$ cat config.mk
export PLATFORM = sky130hd
export DESIGN_NAME = n5_uart_tx
export DESIGN_NICKNAME = d
export VERILOG_FILES = /design/src/rtl/n5_uart_pkg.sv /design/src/rtl/n5_sync_fifo.sv /design/src/rtl/n5_uart_tx.sv
export SDC_FILE = /design/constraint.sdc
export NUM_CORES = 1
export LEC_CHECK = 0
export ABC_AREA = 0
export CORE_MARGIN = 2
export CORE_UTILIZATION = 55
export CTS_CLUSTER_SIZE = 25
export DETAILED_ROUTE_END_ITERATION = 8
export PLACE_DENSITY_LB_ADDON = 0.25
export REMOVE_ABC_BUFFERS = 1
export SETUP_SLACK_MARGIN = 0.3
export SLEW_MARGIN = 10
export SYNTH_ARGS = -nofsm -noshare
export SYNTH_HDL_FRONTEND = slang
export SYNTH_SLANG_ARGS = --single-unit
$ cat constraint.sdc
create_clock -name wb_clk_i -period 4.4 [get_ports wb_clk_i]
set_clock_uncertainty 0.1 [all_clocks]
set_input_delay 0.88 -clock wb_clk_i [delete_from_list [all_inputs] [get_ports wb_clk_i]]
set_output_delay 0.88 -clock wb_clk_i [all_outputs]
set_load 0.02 [all_outputs]
$ cat src/rtl/n5_uart_pkg.sv
// Shared definitions for the n5_uart_tx slice: FSM encoding and frame constants.
// N5_UART_PARITY_EN adds the PARITY state.
package n5_uart_pkg;

   localparam int unsigned DATA_BITS = 8;
   localparam int unsigned BIT_IDX_W = $clog2(DATA_BITS);

   typedef enum logic [2:0] {
      IDLE   = 3'd0,
      START  = 3'd1,
      DATA   = 3'd2,
      STOP   = 3'd3
`ifdef N5_UART_PARITY_EN
      ,
      PARITY = 3'd4
`endif
   } state_t;

endpackage

$ cat src/rtl/n5_sync_fifo.sv
// Synchronous FIFO with push/pop, full/empty and an explicit occupancy count.
// Occupancy is kept separately from the pointers so full and empty stay distinct.
module n5_sync_fifo #(
   parameter int unsigned WIDTH = 8,
   parameter int unsigned DEPTH = 16
) (
   input  logic                     clk,
   input  logic                     rst,
   input  logic                     push,
   input  logic [WIDTH-1:0]         push_data,
   input  logic                     pop,
   output logic [WIDTH-1:0]         pop_data,
   output logic                     full,
   output logic                     empty,
   output logic [$clog2(DEPTH):0]   level
);

   localparam int unsigned AW = $clog2(DEPTH);
   localparam logic [AW:0] FULL_LEVEL = (AW+1)'(DEPTH);

   logic [WIDTH-1:0] mem [DEPTH];
   logic [AW-1:0]    wr_ptr;
   logic [AW-1:0]    rd_ptr;
   logic             do_push;
   logic             do_pop;

   assign full     = (level == FULL_LEVEL);
   assign empty    = (level == '0);
   assign do_push  = push && !full;
   assign do_pop   = pop && !empty;
   assign pop_data = mem[rd_ptr];

   always_ff @(posedge clk or posedge rst) begin
      if (rst) begin
         wr_ptr <= '0;
         rd_ptr <= '0;
         level  <= '0;
      end else begin
         if (do_push) wr_ptr <= wr_ptr + 1'b1;
         if (do_pop)  rd_ptr <= rd_ptr + 1'b1;
         unique case ({do_push, do_pop})
            2'b10:   level <= level + 1'b1;
            2'b01:   level <= level - 1'b1;
            default: level <= level;
         endcase
      end
   end

   always_ff @(posedge clk) begin
      if (do_push) mem[wr_ptr] <= push_data;
   end

endmodule

$ cat src/rtl/n5_uart_tx.sv
// 8N1 UART transmitter with byte FIFO; FSM, baud counter and shifter live here.
// Define N5_UART_PARITY_EN to add the parity_odd port and a parity bit per frame.
module n5_uart_tx
   import n5_uart_pkg::*;
#(
   parameter int unsigned FIFO_DEPTH = 16,
   parameter int unsigned PRESCALE_W = 16
) (
   input  logic                          wb_clk_i,
   input  logic                          wb_rst_i,
   input  logic                          en,
   input  logic [PRESCALE_W-1:0]         prescale,
   input  logic [7:0]                    wdata,
   input  logic                          wvalid,
`ifdef N5_UART_PARITY_EN
   input  logic                          parity_odd,
`endif
   output logic                          wready,
   output logic                          tx,
   output logic                          busy,
   output logic [$clog2(FIFO_DEPTH):0]   level,
   output logic                          done
);

   state_t                  state, state_d;
   logic [PRESCALE_W-1:0]   cnt, cnt_d;
   logic [PRESCALE_W-1:0]   presc, presc_d;
   logic [BIT_IDX_W-1:0]    idx, idx_d;
   logic [7:0]              shift, shift_d;
   logic                    par, par_d;
   logic                    tx_d, busy_d, done_d;
   logic                    pop;
   logic                    full, empty;
   logic [7:0]              fifo_data;

   assign wready = !full;

   n5_sync_fifo #(
      .WIDTH (8),
      .DEPTH (FIFO_DEPTH)
   ) u_fifo (
      .clk       (wb_clk_i),
      .rst       (wb_rst_i),
      .push      (wvalid),
      .push_data (wdata),
      .pop       (pop),
      .pop_data  (fifo_data),
      .full      (full),
      .empty     (empty),
      .level     (level)
   );

   always_ff @(posedge wb_clk_i or posedge wb_rst_i) begin
      if (wb_rst_i) begin
         state <= IDLE;
         cnt   <= '0;
         presc <= '0;
         idx   <= '0;
         shift <= '0;
         par   <= 1'b0;
         tx    <= 1'b1;
         busy  <= 1'b0;
         done  <= 1'b0;
      end else begin
         state <= state_d;
         cnt   <= cnt_d;
         presc <= presc_d;
         idx   <= idx_d;
         shift <= shift_d;
         par   <= par_d;
         tx    <= tx_d;
         busy  <= busy_d;
         done  <= done_d;
      end
   end

   always_comb begin
      state_d = state;
      cnt_d   = cnt;
      presc_d = presc;
      idx_d   = idx;
      shift_d = shift;
      par_d   = par;
      pop     = 1'b0;

      unique case (state)
         IDLE: begin
            if (en && !empty) begin
               pop     = 1'b1;
               state_d = START;
            end
         end
         START: begin
            if (cnt == '0) begin
               state_d = DATA;
               idx_d   = '0;
               cnt_d   = presc;
            end else begin
               cnt_d = cnt - 1'b1;
            end
         end
         DATA: begin
            if (cnt == '0) begin
               shift_d = shift >> 1;
               cnt_d   = presc;
               if (idx == BIT_IDX_W'(DATA_BITS - 1)) begin
`ifdef N5_UART_PARITY_EN
                  state_d = PARITY;
`else
                  state_d = STOP;
`endif
               end else begin
                  idx_d = idx + 1'b1;
               end
            end else begin
               cnt_d = cnt - 1'b1;
            end
         end
`ifdef N5_UART_PARITY_EN
         PARITY: begin
            if (cnt == '0) begin
               state_d = STOP;
               cnt_d   = presc;
            end else begin
               cnt_d = cnt - 1'b1;
            end
         end
`endif
         STOP: begin
            if (cnt == '0) begin
               if (en && !empty) begin
                  pop     = 1'b1;
                  state_d = START;
               end else begin
                  state_d = IDLE;
               end
            end else begin
               cnt_d = cnt - 1'b1;
            end
         end
         default: state_d = IDLE;
      endcase

      // Frame start: prescale (and parity sense) are captured once per frame.
      if (pop) begin
         shift_d = fifo_data;
         cnt_d   = prescale;
         presc_d = prescale;
`ifdef N5_UART_PARITY_EN
         par_d   = (^fifo_data) ^ parity_odd;
`endif
      end
   end

   always_comb begin
      tx_d = 1'b1;
      unique case (state)
         START:   tx_d = 1'b0;
         DATA:    tx_d = shift[0];
`ifdef N5_UART_PARITY_EN
         PARITY:  tx_d = par;
`endif
         default: tx_d = 1'b1;
      endcase
      busy_d = (state != IDLE);
      done_d = (state == STOP) && (cnt == '0);
   end

endmodule

# Word level (Yosys, flattened, before mapping)

Memory sizes are Yosys's and may differ from the RTL's.
Index checks and enable logic that the tools add are counted.

Equal/unequal tests: 14
Reduce and logical (&&, ||, !) cells: 20
Multiplexer cells: 25
Add/sub/neg operators: 6

Operator list:

| cell                    | number |
|---|---|
| $mux W16                | 3 |
| $pmux W16 S2            | 1 |
| $mux W3                 | 8 |
| $mux W8                 | 3 |
| $logic_not A16 Y1       | 1 |
| $sub A16 B1 Y16 const B | 1 |
| $ne A2 B2 Y1 const B    | 6 |
| $pmux W3 S4             | 1 |
| $pmux W5 S2             | 1 |
| $add A4 B1 Y4 const B   | 2 |
| $reduce_bool A2 Y1      | 4 |
| $eq A3 B2 Y1 const B    | 2 |
| $pmux W3 S2             | 1 |
| $reduce_bool A3 Y1      | 2 |
| $add A5 B1 Y5 const B   | 1 |
| $eq A5 B5 Y1 const B    | 1 |
| $logic_not A5 Y1        | 1 |
| $mux W1                 | 5 |
| $reduce_and A5 Y1       | 1 |
| $sub A5 B1 Y5 const B   | 1 |
| $logic_and A1 B1 Y1     | 4 |
| $pmux W1 S2             | 2 |
| $reduce_and A2 Y1       | 2 |
| $reduce_and A4 Y1       | 1 |
| 9 further kinds         | 10 |

Input port bits: 28
Memory bits (writable): 128
Output and inout bits: 9
Register bits after elaboration: 62
Word-level logic and storage cells: 77
Memories kept: 1

Memories:

| name       | words | width | read ports | clocked after Yosys merged registers in | wr ports | line               | text |
|---|---|---|---|---|---|---|---|
| u_fifo.mem | 16    | 8     | 1          | 0                                       | 1        | n5_sync_fifo.sv:21 | `logic [WIDTH-1:0] mem [DEPTH];` |

# Logic depth before layout (Yosys ltp)

Gate-level depths: netlist of the first run.

Word-level depth: 9
Gate-level depth with buffers: 17

# Hierarchy

Synthesis of the first run repeated with hierarchy kept, for this count alone.

Cell total of the unflattened synthesis: 629
Area total of the unflattened synthesis: 8565.7 um2

By module, submodules not included:

| module       | instances | area an instance (um2) | cells each | seq. area each (um2) |
|---|---|---|---|---|
| n5_sync_fifo | 1         | 5789.3                 | 333        | 4169.0 |
| n5_uart_tx   | 1         | 2776.4                 | 296        | 1202.4 |

# Least setup slack after synthesis of the first run

Ideal clock, no wire load.

Path kind: reg2reg
Start: register cnt[0]
End: register u_fifo.level[4]
Data arrival time: 3.085 ns
Clock period less this slack: 3.319 ns
Stages on the path, launching flop included: 18
Path slack: 1.081 ns
Cell sequence: dfrtp_1 -> inv_1 -> ha_1 -> nor4bb_1 -> nand4_2 -> a211o_1 -> buf_6 -> clkinv_8 -> buf_4 -> ha_1 -> clkbuf_1 -> xor2_1 -> ha_1 -> nor2b_1 -> o21ai_0 -> a31oi_1 -> nor2_1 -> xor2_1

Longest elaborated chain between the ends: 6
Elaborated cells on any way between the ends: 8
Those cells by class: eq/ne (2); mux (3); reduce/logical (3)

RTL lines:

| what                                                     | line               | text |
|---|---|---|
| start, declared                                          | n5_uart_tx.sv:26   | `logic [PRESCALE_W-1:0] cnt, cnt_d;` |
| start signal, assigned                                   | n5_uart_tx.sv:66   | `cnt <= cnt_d;` |
| $logic_not A16 Y1 *                                      | n5_uart_tx.sv:130  | `if (cnt == '0) begin` |
| $mux W1 *                                                | n5_uart_tx.sv:130  |  |
| $pmux W1 S2 *                                            | n5_uart_tx.sv:86   | `unique case (state)` |
| $logic_and A1 B1 Y1 *                                    | n5_sync_fifo.sv:30 | `assign do_pop = pop && !empty;` |
| named net u_fifo.do_pop                                  | n5_sync_fifo.sv:25 | `logic do_pop;` |
| $eq A2 B1 Y1 / $eq A2 B2 Y1 (equally long branches)      | n5_sync_fifo.sv:41 | `unique case ({do_push, do_pop})` |
| $pmux W5 S2 / $reduce_bool A2 Y1 (equally long branches) | -                  |  |
| end signal, assigned                                     | n5_sync_fifo.sv:42 | `2'b10: level <= level + 1'b1;` |
| end signal, assigned                                     | n5_sync_fifo.sv:43 | `2'b01: level <= level - 1'b1;` |
| end signal, assigned                                     | n5_sync_fifo.sv:44 | `default: level <= level;` |
| end, declared                                            | n5_sync_fifo.sv:15 | `output logic [$clog2(DEPTH):0] level` |

The timed path passes the listed nets; every way through them passes the cells marked *.
A chain may end at the register's enable or synchronous reset.

# Worst setup path after layout of the first run

Start: register cnt[0]
End: register u_fifo.level[4]

Longest elaborated chain between the ends: 6
Elaborated cells on any way between the ends: 8
Those cells by class: eq/ne (2); mux (3); reduce/logical (3)

RTL lines:

| what                                                     | line |
|---|---|
| $logic_not A16 Y1 *                                      | n5_uart_tx.sv:130 |
| $mux W1 *                                                | n5_uart_tx.sv:130 |
| $pmux W1 S2 *                                            | n5_uart_tx.sv:86 |
| $logic_and A1 B1 Y1 *                                    | n5_sync_fifo.sv:30 |
| $eq A2 B1 Y1 / $eq A2 B2 Y1 (equally long branches)      | n5_sync_fifo.sv:41 |
| $pmux W5 S2 / $reduce_bool A2 Y1 (equally long branches) | - |

Every way passes the cells marked *; elsewhere a longest branch is shown, timed or not.

==> summary.md, run 1 <==
| Metric | Value |
|---|---|
| Tmin final | `3.57 ns` |
| Max_cap viols | `0` |
| Vias/cell | `5.95` |
| Die height | `approximately 130 microns` |
| DP Area | `8800 sq um` |
| Tot Pwr | `around 0.006 W` |
| Hold WC Path Type | `reg2reg` |
| RD Place Congestion | `approximately 0.94` |
| Kind of critical path | `reg2reg` |
| Status | `finished, final reports clean` |
| Detailed Place HPWL | `roughly 10 mm` |
| IO Pins | `37` |
| Hold WS | `0.373 ns` |
| Power Density | `641 nW/um^2` |
| RR Startpoint | `cnt[0]` |
| Yosys top cell area share | `0.461` |
| Sw Pwr | `0.00203 W` |
| Clk pwr share | `0.250` |
| CTS buffer count | `17` |
| R2R Setup Slk | `between 0.8 and 0.9 ns` |
| Final ANT Viol Nets | `0` |
| Layout net count | `645` |
| Clock sink count | `189` |
| Core area | `15000 sq um` |
| RSZ-0062 raised after global routing | `no` |
| Worst path required time | `about 4.7 ns` |
| Initial antenna violation count | `0` |
| Top cells by count, synth | `edfxtp_1 (128), nand2_1 (80), dfrtp_1 (60), mux4_2 (40), nor2_1 (39)` |
| Final instance area | `~9400 sq um` |
| Worst Hold End | `presc[1]` |
| VDD IR max | `0.000364 V` |
| Fin Setup TNS | `0 ns` |
| H-tree levels | `4` |
| WHS Path Cells | `2` |
| CTS resizes | `0` |
| Vias in the first global route | `4848` |
| Syn avg cell area | `14.6 sq um` |
| Crit. End Element | `flop` |
| WL per Instance | `approximately 19 microns` |
| GRT overflow | `0` |
| Count leader, synth | `edfxtp_1` |
| Final cell count without fillers | `802` |
| Synth Warn # | `0` |
| ANT cells | `0` |
| DR pass1 iterations | `5` |
| Die width | `127 microns` |
| Max Slew Vio Count | `0` |
| Worst-Margin Slew | `0.892 ns` |
| GRT Util Overall | `0.206` |
| Clock Tree Buf Depth | `2` |
| CP max FO | `47` |
| Yosys reg bits | `189` |
| Synth Instances | `570` |
| Synth top area cells | `edfxtp_1 (46%), dfrtp_1 (18%), mux4_2 (11%)` |
| Final Hold Fails | `0` |
| Layout cell share with drive strength beyond 1 | `0.151` |
| Via count | `4768` |
| Final Setup Violations | `0` |
| Post-synth EDFFs | `about 130` |
| Logic pwr share | `0.301` |
| Max Fclk | `0.280 GHz` |
| Hold_buf cts | `0` |
| Standard-cell rows | `45` |
| Final period utilization | `0.812` |
| Area growth from synthesis to layout | `12.5%` |
| Seq/Total Area, Yosys | `0.644` |
| Reg2Reg Depth | `14` |
| Root buf cell | `clkbuf_16` |
| R2r endpoint | `u_fifo.level[4]` |
| Rel. slew slack | `0.405` |
| Iteration-0 DRC Markers | `483` |
| Async S/R FF share, synth | `0.323` |
| First-pass GRT wire length | `25.2 mm` |
| Top cell type by total area after synthesis | `edfxtp_1` |
| Buffers inserted by post-CTS timing repair | `0` |
| CTS tree | `yes` |
| Clk Latency, worst-skew pair | `approximately 0.43 ns` |
| Worst EP arrival | `between 3 and 4 ns` |
| Routed Wire Length | `15.4 mm` |
| Ys flop type | `edfxtp_1` |
| Syn Std Cell Area | `8340 sq um` |
| Initial Util | `0.555` |
| Net Sw Frac | `0.338` |
| Hold_sp | `presc[1]` |
| Pin count of the biggest net entering global routing | `48` |
| Synth cell types | `58` |
| Register share of total power | `0.449` |
| Worst Setup Start Kind | `flop` |
| Clock slew at reported path FFs | `around 0.070 ns` |
| DIE AREA | `16200 sq um` |
| P_int | `0.00398 W` |
| DRC viols | `0` |
| I/O Buffers | `36` |
| DP Cell Count | `770` |
| Pleak | `around 3.4 nW` |
## flip-flops by register name, indices dropped and copies added (netlist names), 3 cells and up
signal         cells
idx                3
u_fifo.level       5
u_fifo.mem       128
u_fifo.wr_ptr      4
shift              8
u_fifo.rd_ptr      4
cnt               16
presc             16
## metrics by stage
step	utilization	setup slack [ns]
floorplan	-	0.636
global placement	0.586	0.900
detailed placement	0.586	0.745
CTS	0.624	0.819
global route	0.624	0.508
finish	0.624	0.829
## cells in the final DEF, fill, tap and decap left out, types with 3 or more instances in the layout
cell type | Yosys | layout
edfxtp_1 | 128 | 128
nand2_1 | 80 | 80
dfrtp_1 | 60 | 58
mux4_2 | 40 | 40
nor2_1 | 39 | 39
clkdlybuf4s50_1 | 0 | 36
o21ai_0 | 19 | 19
a21oi_1 | 18 | 18
clkbuf_16 | 0 | 17
ha_1 | 16 | 16
inv_1 | 14 | 13
xnor2_1 | 11 | 11
mux2i_1 | 10 | 10
nor3_1 | 8 | 8
buf_4 | 4 | 8
nand3_1 | 7 | 7
nand4_1 | 7 | 7
xor2_1 | 7 | 7
a31oi_1 | 6 | 6
a22o_1 | 6 | 6
or3_1 | 5 | 5
o31ai_1 | 4 | 4
inv_8 | 0 | 4
mux2_2 | 3 | 3
o21a_1 | 3 | 3
and3_1 | 3 | 3
a211oi_1 | 3 | 3
a21o_1 | 3 | 3
inv_6 | 0 | 3
## power by group through the flow
stage | Clock, W | Sequential, W | Combinational (W)
after floorplan | 0 | 0.00268 | 0.00130
after global placement | 0 | 0.00271 | 0.00177
after detailed placement | 0 | 0.00274 | 0.00182
after CTS | 0.00153 | 0.00271 | 0.00182
after global routing | 0.00160 | 0.00276 | 0.00200
final | 0.00150 | 0.00270 | 0.00181
## layer usage
metal	share of wire	wire length [microns]	global-route usage
met1	0.43	6630	0.263
met2	0.51	7950	0.345
met3	0.039	609	0.0511
met4	0.016	251	0.0802
met5	0	0	0
## worst max path at each step
stage	depth (start not counted)	end	start
finish	14	u_fifo.level[4]	cnt[0]
global route	14	u_fifo.level[4]	cnt[0]
CTS	14	u_fifo.level[4]	cnt[0]
detailed placement	12	u_fifo.level[4]	en
global placement	12	u_fifo.level[4]	en
floorplan	12	u_fifo.level[4]	u_fifo.level[1]
## critical path, stage by stage (launching register included)
cell,delay (ns)
dfrtp_1,0.41
inv_1,0.12
ha_1,0.26
nor4bb_1,0.29
nand4_2,0.21
a211o_1,0.45
clkinv_8,0.19
ha_1,0.37
xor2_1,0.12
ha_1,0.22
nor2b_1,0.14
o21ai_0,0.21
a31oi_1,0.11
nor2_1,0.13
xor2_1,0.16
## area by class of cell
type                            count  area (sq um)
Tap cell                          188           235
Inverter                           15          68.8
Clock buffer                       18           429
Fill cell                        1100          5650
Multi-Input combinational cell    334          2700
Clock inverter                     14           149
Timing Repair Buffer               44           420
Sequential cell                   189          5370
## cells by family after synthesis
kind of cell / after synthesis / synth area share
DFF: 189 / 0.644
AOI/OAI and AO/OA: 79 / 0.0617
adders and majority gates: 16 / 0.0240
xor gates and xnor gates: 18 / 0.0189
buffers and inverters: 47 / 0.0317
and+or+nand+nor: 168 / 0.0956
muxes: 53 / 0.124
No activity file was read; power rests on OpenSTA's default activity.
==> run 2: changes to the inputs <==
CORE_UTILIZATION = 54   (was 55)
clock period = 3.15 ns   (was 4.4 ns; I/O delays follow)
==> run 2 against run 1 <==
Flip-flop and latch count stayed put. Register-to-register slack worse by 0.53 ns. Worst hold slack improved by 0.010 ns. Die area increased by 1.8%. First-iteration DRC count down 26%. Critical endpoint unchanged. Largest power group unchanged.
==> summary.md, run 2 (synthesis results as in run 1) <==
| Metric | Value |
|---|---|
| Die height | `128 microns (+0.89%)` |
| RR Startpoint | `cnt[0]` |
| Iteration-0 DRC Markers | `357 (-26%)` |
| CP cell instances | `inv_2 -> ha_4 -> nor4bb_4 -> nand4_2 -> a211o_4 -> clkinv_8 -> ha_4 -> xor2_2 -> ha_2 -> nor2b_4 -> o21ai_1 -> a31oi_1 -> nor2_1 -> xor2_1` |
| IO Pins | `37 (unchanged)` |
| Routed wl met2 | `8.91 mm (+12%)` |
| Max Fclk | `0.351 GHz (+25%)` |
| RSZ-0062 raised after global routing | `yes` |
| Most flop-heavy register | `u_fifo.mem` |
| Vias in the first global route | `5170 (+6.6%)` |
| Tmin final | `2.85 ns (-0.725 ns)` |
| Final ANT Viol Nets | `0 (unchanged)` |
| Initial Util | `0.551 (-0.00412)` |
| VDD IR max | `0.000777 V (+110%)` |
| Hold_sp | `presc[12]` |
| Die width | `128 microns (+0.89%)` |
| DIE AREA | `16500 sq um (+1.8%)` |
| Worst stage delay on the critical path | `0.41 ns (-0.04 ns)` |
| CTS tree | `yes` |
| Slowest cell on crit path | `dfrtp_1` |
| Worst path required time | `3.36 ns (-1.30 ns)` |
| Layout net count | `678 (+5.1%)` |
| Area growth from synthesis to layout | `17.2%` |
| I/O Buffers | `36 (unchanged)` |
| Standard-cell rows | `45 (unchanged)` |
| Max Slew Vio Count | `0 (unchanged)` |
| Top sig layer | `met4` |
| Final period utilization | `0.904 (+0.0920)` |
| DP Area | `9030 sq um (+2.6%)` |
| Clock slew at reported path FFs | `0.07 ns (about the same)` |
| Final Setup Violations | `0 (unchanged)` |
| Detailed Place HPWL | `10.7 mm (+3.0%)` |
| Max_cap viols | `0 (unchanged)` |
| Layout cell share with drive strength beyond 1 | `0.212 (+0.0603)` |
| First-pass GRT wire length | `26.8 mm (+6.4%)` |
| Most common cell after layout, fill and taps aside | `edfxtp_1` |
| Final instance area | `9770 sq um (+4.2%)` |
| Final cell count without fillers | `835 (+4.1%)` |
| DRC viols | `0 (unchanged)` |
| Clk Latency, worst-skew pair | `0.43 ns (about the same)` |
| Most frequent CP cell | `ha_4` |
| Worst Setup Start Kind | `flop` |
| Biggest regs | `u_fifo.mem x128, cnt x16, presc x16` |
| Power Density | `903 nW/um^2 (+41%)` |
| Vias/cell | `5.89 (-0.89%)` |
| Pin count of the biggest net entering global routing | `46 (-4.2%)` |
| WL per Instance | `19.7 microns (+2.3%)` |
| Most frequent cells in the layout | `edfxtp_1 (128), nand2_1 (80), dfrtp_1 (59), mux4_2 (40)` |
| GRT overflow | `0 (unchanged)` |
| RD Place Congestion | `0.901 (-4.3%)` |
| Status | `finished, final reports clean` |
| Root buf cell | `clkbuf_16` |
| M1 WL | `6.71 mm (+1.1%)` |
| Final Hold Fails | `0 (unchanged)` |
| H-tree levels | `4 (unchanged)` |
| Kind of critical path | `reg2reg` |
| Routed Wire Length | `16.4 mm (+6.5%)` |
| Clock sink count | `189 (unchanged)` |
| Hold WC Path Type | `reg2reg` |
| Pleak | `3.64 nW (+5.7%)` |
| ANT cells | `0 (unchanged)` |
| CP Buf/Inv Count | `2 (unchanged)` |
| Fill cell count | `1067 (-3.0%)` |
| Core area | `15100 sq um (+0.75%)` |
| Worst EP arrival | `3.06 ns (-0.77 ns)` |
| CP max FO | `3 (-94%)` |
| Crit. End Element | `flop` |
| CP startpoint | `cnt[0]` |
| Clock Tree Buf Depth | `2 (unchanged)` |
| Worst path top cell family by delay | `simple AND/OR/NAND/NOR gates` |
| DR WL met3 | `655 microns (+7.6%)` |
| Initial antenna violation count | `0 (unchanged)` |
| Rel. slew slack | `0.517 (+0.112)` |
| Max FFs per register | `128 (unchanged)` |
| Worst-Margin Slew | `0.719 ns (-0.173 ns)` |
| Hold_buf cts | `0 (unchanged)` |
| Tot Pwr | `0.00883 W (+47%)` |
| GRT Util Overall | `0.215 (+0.00892)` |
| DR pass1 iterations | `4 (-1)` |
| Via count | `4920 (+3.2%)` |
| DP Cell Count | `797 (+3.5%)` |
| CTS buffer count | `17 (unchanged)` |
-- run 2: changes by cell type in the layout (fill, tap and decap cells not counted), sizes merged --
cell	delta
buf	+33
bufinv	+1
clkinv	-1
clkinvlp	+1
inv	-1
-- run 2: worst paths after layout --
check | endpoint | slack, ns | cells past startpoint
hold reg to reg | presc[12] | 0.38 | 2
setup reg to reg | u_fifo.level[4] | 0.30 | 14
max in group asynchronous | u_fifo.rd_ptr[0] | 1.83 | 3
min in group asynchronous | u_fifo.wr_ptr[1] | 0.50 | 2
setup / recovery | u_fifo.level[4] | 0.30 | 14
hold / removal | presc[12] | 0.38 | 2
-- run 2: layer usage --
metal	GRT usage	up-vias
met5	0	-
met4	0.0562	0
met3	0.0559	17
met2	0.389	101
met1	0.257	2533
li1	-	2269
-- run 2: report_power, final --
part	switching [W]	leakage, nW	internal [W]
registers	0.000417	1.90	0.00319
logic	0.00157	1.46	0.00147
clock network	0.000974	0.289	0.00120
total	0.00296	3.64	0.00586
-- run 2: worst min-delay path, stage by stage, from the launching register on --
cell,delay [ns]
dfrtp_1,0.35
nand2_1,0.05
nand2_1,0.06
-- run 2: layout make-up --
cell class	instances	area [sq um]	area share
Inverter	15	68.8	0.00704
Tap cell	188	235	0.0241
Multi-Input combinational cell	334	2800	0.286
Timing Repair Buffer	77	693	0.0709
Clock buffer	18	429	0.0439
Sequential cell	189	5370	0.550
Clock inverter	14	178	0.0182
-- run 2: stage by stage --
| step | hold WS, ns | utilization | setup slack, ns | setup TNS [ns] |
|---|---|---|---|---|
| floorplan | 0.340 | - | -0.614 | -1.76 |
| global placement | 0.353 | 0.596 | 0.210 | 0 |
| detailed placement | 0.365 | 0.596 | 0.0494 | 0 |
| CTS | 0.384 | 0.641 | 0.304 | 0 |
| global route | 0.402 | 0.645 | 0.218 | 0 |
| finish | 0.383 | 0.645 | 0.303 | 0 |
-- run 2: timing repair --
| action | in CTS | in global routing |
|---|---|---|
| resized for setup | 6 | 11 |
| pin swaps | 5 | 14 |
| setup endpoints to repair | 2 | 9 |
| setup buffers | 6 | 0 |
